File: src/rtl/ising_prog_master.sv
// ising_prog_master: hardware sequencer that programs an ising_axi instance and reads back spin phases.
// Define ISING_PROG_TIMEOUT_EN to add a per-beat read timeout that sets the sticky err flag.
module ising_prog_master #(
  parameter int          N                = 8,
  parameter int          NUM_WEIGHTS      = 3,
  parameter int          FIFO_DEPTH       = 16,
  parameter int          TIMEOUT          = 255,
  parameter logic [31:0] START_ADDR       = 32'h0000_0000,
  parameter logic [31:0] CTR_CUTOFF_ADDR  = 32'h0000_0008,
  parameter logic [31:0] CTR_MAX_ADDR     = 32'h0000_000C,
  parameter logic [31:0] PHASE_ADDR_BASE  = 32'h0000_1000,
  parameter logic [31:0] WEIGHT_ADDR_BASE = 32'h0100_0000
) (
  input  logic                   clk,
  input  logic                   axi_rst,
  input  logic                   wt_push,
  input  logic [7:0]             wt_i,
  input  logic [7:0]             wt_j,
  input  logic [NUM_WEIGHTS-1:0] wt_val,
  output logic                   wt_full,
  input  logic                   go,
  input  logic [31:0]            cutoff,
  input  logic [31:0]            ctr_max,
  input  logic [31:0]            run_cycles,
  output logic                   busy,
  output logic                   done,
  output logic                   err,
  output logic [N-1:0]           phases,
  output logic [31:0]            wr_addr,
  output logic [31:0]            wdata,
  output logic                   wvalid,
  input  logic                   wready,
  output logic [31:0]            araddr,
  output logic                   arvalid,
  input  logic [31:0]            rdata,
  input  logic                   rvalid,
  output logic                   rready
);

  localparam int AW = (FIFO_DEPTH > 1) ? $clog2(FIFO_DEPTH) : 1;
  localparam int CW = $clog2(FIFO_DEPTH + 1);
  localparam int EW = 16 + NUM_WEIGHTS;
  localparam int SW = (N > 1) ? $clog2(N) : 1;
  localparam logic [CW-1:0] FULL_COUNT = CW'(FIFO_DEPTH);
  localparam logic [SW-1:0] LAST_SPIN  = SW'(N - 1);

  typedef enum logic [3:0] {
    IDLE    = 4'd0,
    W_CUT   = 4'd1,
    W_MAX   = 4'd2,
    W_WT    = 4'd3,
    W_START = 4'd4,
    RUN     = 4'd5,
    RD_ADDR = 4'd6,
    RD_DATA = 4'd7,
    DONE    = 4'd8
  } state_t;

  state_t state, state_next;

  logic [EW-1:0]          fifo_mem [FIFO_DEPTH];
  logic [AW-1:0]          rd_ptr, wr_ptr;
  logic [CW-1:0]          count, count_next;
  logic                   push_ok, pop;
  logic [EW-1:0]          head;
  logic [7:0]             head_i, head_j;
  logic [NUM_WEIGHTS-1:0] head_val;

  logic [31:0]   cut_q, max_q, run_q, run_cnt;
  logic [SW-1:0] spin;
  logic          beat_ok, beat_to;
  logic          unused_rdata;

  assign head     = fifo_mem[rd_ptr];
  assign head_i   = head[EW-1 -: 8];
  assign head_j   = head[EW-9 -: 8];
  assign head_val = head[NUM_WEIGHTS-1:0];

  // A full FIFO still accepts a push when the head is leaving on the same edge.
  assign pop     = (state == W_WT) && wready;
  assign push_ok = wt_push && ((count != FULL_COUNT) || pop);

  always_comb begin
    count_next = count;
    if (push_ok && !pop) begin
      count_next = count + CW'(1);
    end else if (!push_ok && pop) begin
      count_next = count - CW'(1);
    end
  end

  always_ff @(posedge clk) begin
    if (push_ok) begin
      fifo_mem[wr_ptr] <= {wt_i, wt_j, wt_val};
    end
  end

  always_ff @(posedge clk or posedge axi_rst) begin
    if (axi_rst) begin
      rd_ptr  <= '0;
      wr_ptr  <= '0;
      count   <= '0;
      wt_full <= 1'b0;
    end else begin
      if (push_ok) begin
        wr_ptr <= wr_ptr + AW'(1);
      end
      if (pop) begin
        rd_ptr <= rd_ptr + AW'(1);
      end
      count   <= count_next;
      wt_full <= (count_next == FULL_COUNT);
    end
  end

  assign beat_ok      = (state == RD_DATA) && rvalid;
  assign unused_rdata = ^rdata[31:1];

`ifdef ISING_PROG_TIMEOUT_EN
  localparam int TW = $clog2(TIMEOUT + 1);
  localparam logic [TW-1:0] TO_LAST = TW'(TIMEOUT - 1);

  logic [TW-1:0] to_cnt;
  logic          err_q;

  // The beat gives up once TIMEOUT cycles have passed in RD_DATA without rvalid.
  assign beat_to = (state == RD_DATA) && !rvalid && (to_cnt == TO_LAST);
  assign err     = err_q;

  always_ff @(posedge clk or posedge axi_rst) begin
    if (axi_rst) begin
      to_cnt <= '0;
      err_q  <= 1'b0;
    end else begin
      if ((state == IDLE) && go) begin
        err_q <= 1'b0;
      end else if (beat_to) begin
        err_q <= 1'b1;
      end
      if ((state != RD_DATA) || rvalid || beat_to) begin
        to_cnt <= '0;
      end else begin
        to_cnt <= to_cnt + TW'(1);
      end
    end
  end
`else
  logic unused_timeout;

  assign beat_to        = 1'b0;
  assign err            = 1'b0;
  assign unused_timeout = (TIMEOUT > 0);
`endif

  always_ff @(posedge clk or posedge axi_rst) begin
    if (axi_rst) begin
      state <= IDLE;
    end else begin
      state <= state_next;
    end
  end

  // Bus outputs are decoded from the state so a stalled write keeps address and data steady.
  always_comb begin
    state_next = state;
    wvalid     = 1'b0;
    wr_addr    = '0;
    wdata      = '0;
    arvalid    = 1'b0;
    araddr     = '0;
    rready     = 1'b0;
    done       = 1'b0;
    case (state)
      IDLE: begin
        if (go) begin
          state_next = W_CUT;
        end
      end
      W_CUT: begin
        wvalid  = 1'b1;
        wr_addr = CTR_CUTOFF_ADDR;
        wdata   = cut_q;
        if (wready) begin
          state_next = W_MAX;
        end
      end
      W_MAX: begin
        wvalid  = 1'b1;
        wr_addr = CTR_MAX_ADDR;
        wdata   = max_q;
        if (wready) begin
          state_next = (count_next == '0) ? W_START : W_WT;
        end
      end
      W_WT: begin
        wvalid  = 1'b1;
        wr_addr = WEIGHT_ADDR_BASE + {24'd0, head_i} + {8'd0, head_j, 16'd0};
        wdata   = {{(32 - NUM_WEIGHTS){1'b0}}, head_val};
        if (wready && (count_next == '0)) begin
          state_next = W_START;
        end
      end
      W_START: begin
        wvalid  = 1'b1;
        wr_addr = START_ADDR;
        wdata   = 32'd1;
        if (wready) begin
          state_next = RUN;
        end
      end
      RUN: begin
        if (run_cnt == 32'd0) begin
          state_next = RD_ADDR;
        end
      end
      RD_ADDR: begin
        arvalid    = 1'b1;
        rready     = 1'b1;
        araddr     = PHASE_ADDR_BASE + ((32'(N - 1) - 32'(spin)) << 2);
        state_next = RD_DATA;
      end
      RD_DATA: begin
        rready = 1'b1;
        if (beat_ok || beat_to) begin
          state_next = (spin == LAST_SPIN) ? DONE : RD_ADDR;
        end
      end
      DONE: begin
        done       = 1'b1;
        state_next = IDLE;
      end
      default: begin
        state_next = IDLE;
      end
    endcase
  end

  assign busy = (state != IDLE);

  // Job parameters, run countdown and the phase-capture shift through spins.
  always_ff @(posedge clk or posedge axi_rst) begin
    if (axi_rst) begin
      cut_q   <= '0;
      max_q   <= '0;
      run_q   <= '0;
      run_cnt <= '0;
      spin    <= '0;
      phases  <= '0;
    end else begin
      if ((state == IDLE) && go) begin
        cut_q <= cutoff;
        max_q <= ctr_max;
        run_q <= run_cycles;
        spin  <= '0;
      end
      if ((state == W_START) && wready) begin
        run_cnt <= run_q;
      end else if ((state == RUN) && (run_cnt != 32'd0)) begin
        run_cnt <= run_cnt - 32'd1;
      end
      if (beat_ok || beat_to) begin
        phases[spin] <= rvalid & rdata[0];
        spin         <= spin + SW'(1);
      end
    end
  end

endmodule

File: config.mk
export PLATFORM = sky130hd
export DESIGN_NAME = ising_prog_master
export DESIGN_NICKNAME = d
export VERILOG_FILES = /design/src/rtl/ising_prog_master.sv
export SDC_FILE = /design/constraint.sdc
export NUM_CORES = 1
export LEC_CHECK = 0
export CAP_MARGIN = 20
export CORE_ASPECT_RATIO = 0.75
export CORE_MARGIN = 8
export CORE_UTILIZATION = 59
export DETAILED_ROUTE_END_ITERATION = 8
export PLACE_DENSITY = 0.93
export SETUP_SLACK_MARGIN = 0.02
export SYNTH_ARGS = -nofsm -noshare
export SYNTH_HDL_FRONTEND = slang
export SYNTH_SLANG_ARGS = --single-unit
File: constraint.sdc
create_clock -name clk -period 15.3 [get_ports clk]
set_input_delay 3.06 -clock clk [delete_from_list [all_inputs] [get_ports clk]]
set_output_delay 3.06 -clock clk [all_outputs]
set_load 0.02 [all_outputs]
==> qor.yml <==
cp.arrival_ns: 4.10
ioPinCount: 264
synth_area_leaders: "edfxtp_1, dfrtp_1, mux4_2"
finalCritPeriodShare_pct: 46.8
wl_per_cell_um: 26.7
yosysTopAreaCell: "edfxtp_1"
max_freq_mhz: 140
routed_wl_um: 48900
clock_tree.root_cell: "clkbuf_16"
dp_hpwl_um: 29900
dieArea_um2: 39100
crit_fanout: 35
setup_tns_ns: 0
hp-start: "run_q[4]"
dr_total_vias: 11600
cts.htree.levels: 2
min_to: "run_cnt[4]"
drc_errors: 0
dpl.cell_count: 1746
clk_latency_ns: 0.56
grt_pass1_vias: 12100
clock_path_buffers: 3
place_area_um2: 21700
clock_sink_count: 461
rsz0062_at_grt: "no"
finalCoreUtilization_pct: 71.5
grt.total_usage_pct: 24.8
ant_nets: 0
design_area_um2: 23200
grt_max_degree: 95
ir_worst_vdd_mv: 0.107
tritoncts: "yes"
postCtsSetupBuffers: 0
io_buffers: 188
area_growth_pct: 19.2
synth_cells: 1158
status: "complete, no violations"
timing.rr.start: "state[2]"
ys.warnings.count: 0
start_util_pct: 60.0
ctsResizeCount: 0
finalSetupViolCount: 0
netlist_area_um2: 19500
cts_buffers: 43
min_path_type: "reg -> reg"
critPathLaunchType: "flip-flop"
drtIter0Drc: 1363
r2r_cells: 7
finalHoldViolCount: 0
yosysSeqAreaShare_pct: 67.1
final_layout_size_suffix_gt1_share_pct: 24.0
r2r_end: "fifo_mem[7][1]"
total_power_mw: 2.81
grt.overflow.total: 0
grt_pass1_wl_um: 73500
gp_congestion: 0.934
yosysTopAreaCellShare_pct: 46.9
r2r_slack_ns: 10.99
critical_path_class: "reg -> out"
ys_async_sr_fraction_pct: 34.1
synth-seq-cells: 461
hold_path_depth: 2
stdcell_count: 1830
postCtsHoldBufs: 0
synth_cell_type_count: 67
maxCapViolations: 0
powerDensity_nw_per_um2: 121
final_nets: 1513
worst_ep_required_time_ns: 12.24
clock_skew_ns: 0.0209
synthFlopType: "edfxtp_1"
synth_edf_count: 304
syn_avg_cell_area_um2: 16.8
slew_headroom_pct: 26.0
cts.reportedPaths.clkPinSlew_ns: 0.06
slew_viol_final: 0
rows: 57
avgViaCountPerCell: 6.31
grt_antenna_before_repair: 4
worst_slew_pin_slew_ns: 1.11
drt-pass1-iter-count: 5
die_w_um: 226
core_area_um2: 32400
die_y_um: 173
endpoint_kind: "primary output"
p_leak_nw: 8.43
period_minus_slack_ns: 7.16
-- per-layer routing --
layer | wire [µm] | track usage [%] | vias up | share of wire (%)
li1 | - | - | 4826 | -
met1 | 17900 | 31.9 | 5882 | 37
met2 | 24900 | 41.6 | 729 | 51
met3 | 4600 | 5.07 | 111 | 9.4
met4 | 1500 | 8.49 | 2 | 3.1
met5 | 13 | 0 | - | 0.027
-- metrics by stage --
step	hold slack, ns	setup slack (ns)
after global routing	0.512	7.89
after floorplan	0.443	8.01
after detailed placement	0.475	8.47
after CTS	0.484	7.85
after global placement	0.462	8.49
final	0.482	8.14
-- registers in the layout, indices dropped and copies added, names as in the netlist --
register	count
count	5
run_cnt	32
rd_ptr	4
run_q	32
cut_q	32
phases	8
wt_full	1
fifo_mem	304
state	4
spin	3
max_q	32
wr_ptr	4
-- placed cells by master, fill, tap and decap left out, types with 6 or more instances in the layout --
cell type | netlist | layout
a22o_1 | 31 | 31
clkinv_1 | 1 | 8
nor3_1 | 20 | 15
ha_1 | 10 | 10
or2_2 | 6 | 6
mux4_2 | 95 | 95
inv_1 | 17 | 16
clkbuf_1 | 41 | 8
and3_1 | 6 | 6
clkbuf_16 | 0 | 44
o21ai_0 | 21 | 21
xnor2_1 | 14 | 14
nand3_1 | 16 | 15
o311ai_0 | 6 | 6
a221o_1 | 7 | 7
dfrtp_1 | 157 | 155
clkinv_2 | 0 | 8
nand2_1 | 40 | 40
clkdlybuf4s50_1 | 0 | 188
conb_1 | 1 | 44
nor2_2 | 0 | 12
a21oi_1 | 11 | 11
buf_4 | 46 | 24
or3_1 | 16 | 16
edfxtp_1 | 304 | 304
o211ai_1 | 9 | 9
and2_1 | 19 | 19
nand2b_1 | 6 | 6
mux2_2 | 105 | 105
nor2_1 | 45 | 33
nor4_1 | 9 | 8
-- cell type report --
| cell class | count | area [µm²] |
|---|---|---|
| tap | 442 | 553 |
| sequential | 461 | 13100 |
| clock buffer | 53 | 1140 |
| clock inverter | 27 | 279 |
| inverter | 19 | 76.3 |
| multi-input combinational | 611 | 5950 |
| timing repair buffer | 214 | 2120 |
| antenna | 3 | 7.51 |
| fill | 1922 | 9260 |
-- cell families after synthesis --
logic type                 after synthesis  synth area share, %
xor gates and xnor gates                17                0.765
adders and majority gates               10                0.643
other                                    1               0.0193
DFF                                    461                 67.1
AOI/OAI and AO/OA                      122                 4.65
buffers and inverters                  129                 3.54
and+or+nand+nor                        216                 6.12
muxes                                  202                 17.2
-- synthesized netlist by cell type (all sizes together), types with 18 or more instances --
| library cell | instances |
|---|---|
| mux2 | 105 |
| dfrtp | 157 |
| edfxtp | 304 |
| or3 | 18 |
| mux4 | 95 |
| nand2 | 40 |
| nor3 | 20 |
| and2 | 19 |
| nor2 | 45 |
| o21ai | 27 |
| a22o | 31 |
| inv | 18 |
| clkbuf | 41 |
| buf | 69 |
-- critical path: stages, from the launching register on --
cell and delay, ns:
dfrtp_4 0.77, buf_4 0.49, buf_16 0.31, mux4_2 0.54, mux4_2 0.48, nand2_1 0.15, o21ai_0 0.17, clkdlybuf4s50_1 0.59
-- worst max-delay path by stage --
stage | startpoint | to | slack (ns) | cells after the start
detailed placement | rd_ptr[0] | wdata[0] | 8.47 | 6
global placement | rd_ptr[0] | wdata[0] | 8.49 | 6
floorplan | axi_rst | count[0] | 8.01 | 1
finish | rd_ptr[0] | wdata[0] | 8.14 | 7
CTS | rd_ptr[0] | wdata[0] | 7.85 | 6
global route | rd_ptr[0] | wdata[0] | 7.89 | 7
-- report_power, final --
group,internal [mW],total (mW),switching (mW)
Combinational,0.0884,0.247,0.159
Clock,0.620,1.08,0.465
Sequential,1.43,1.47,0.0459
Total,2.14,2.81,0.669
Note: power is estimated with default switching activity, not from simulation.
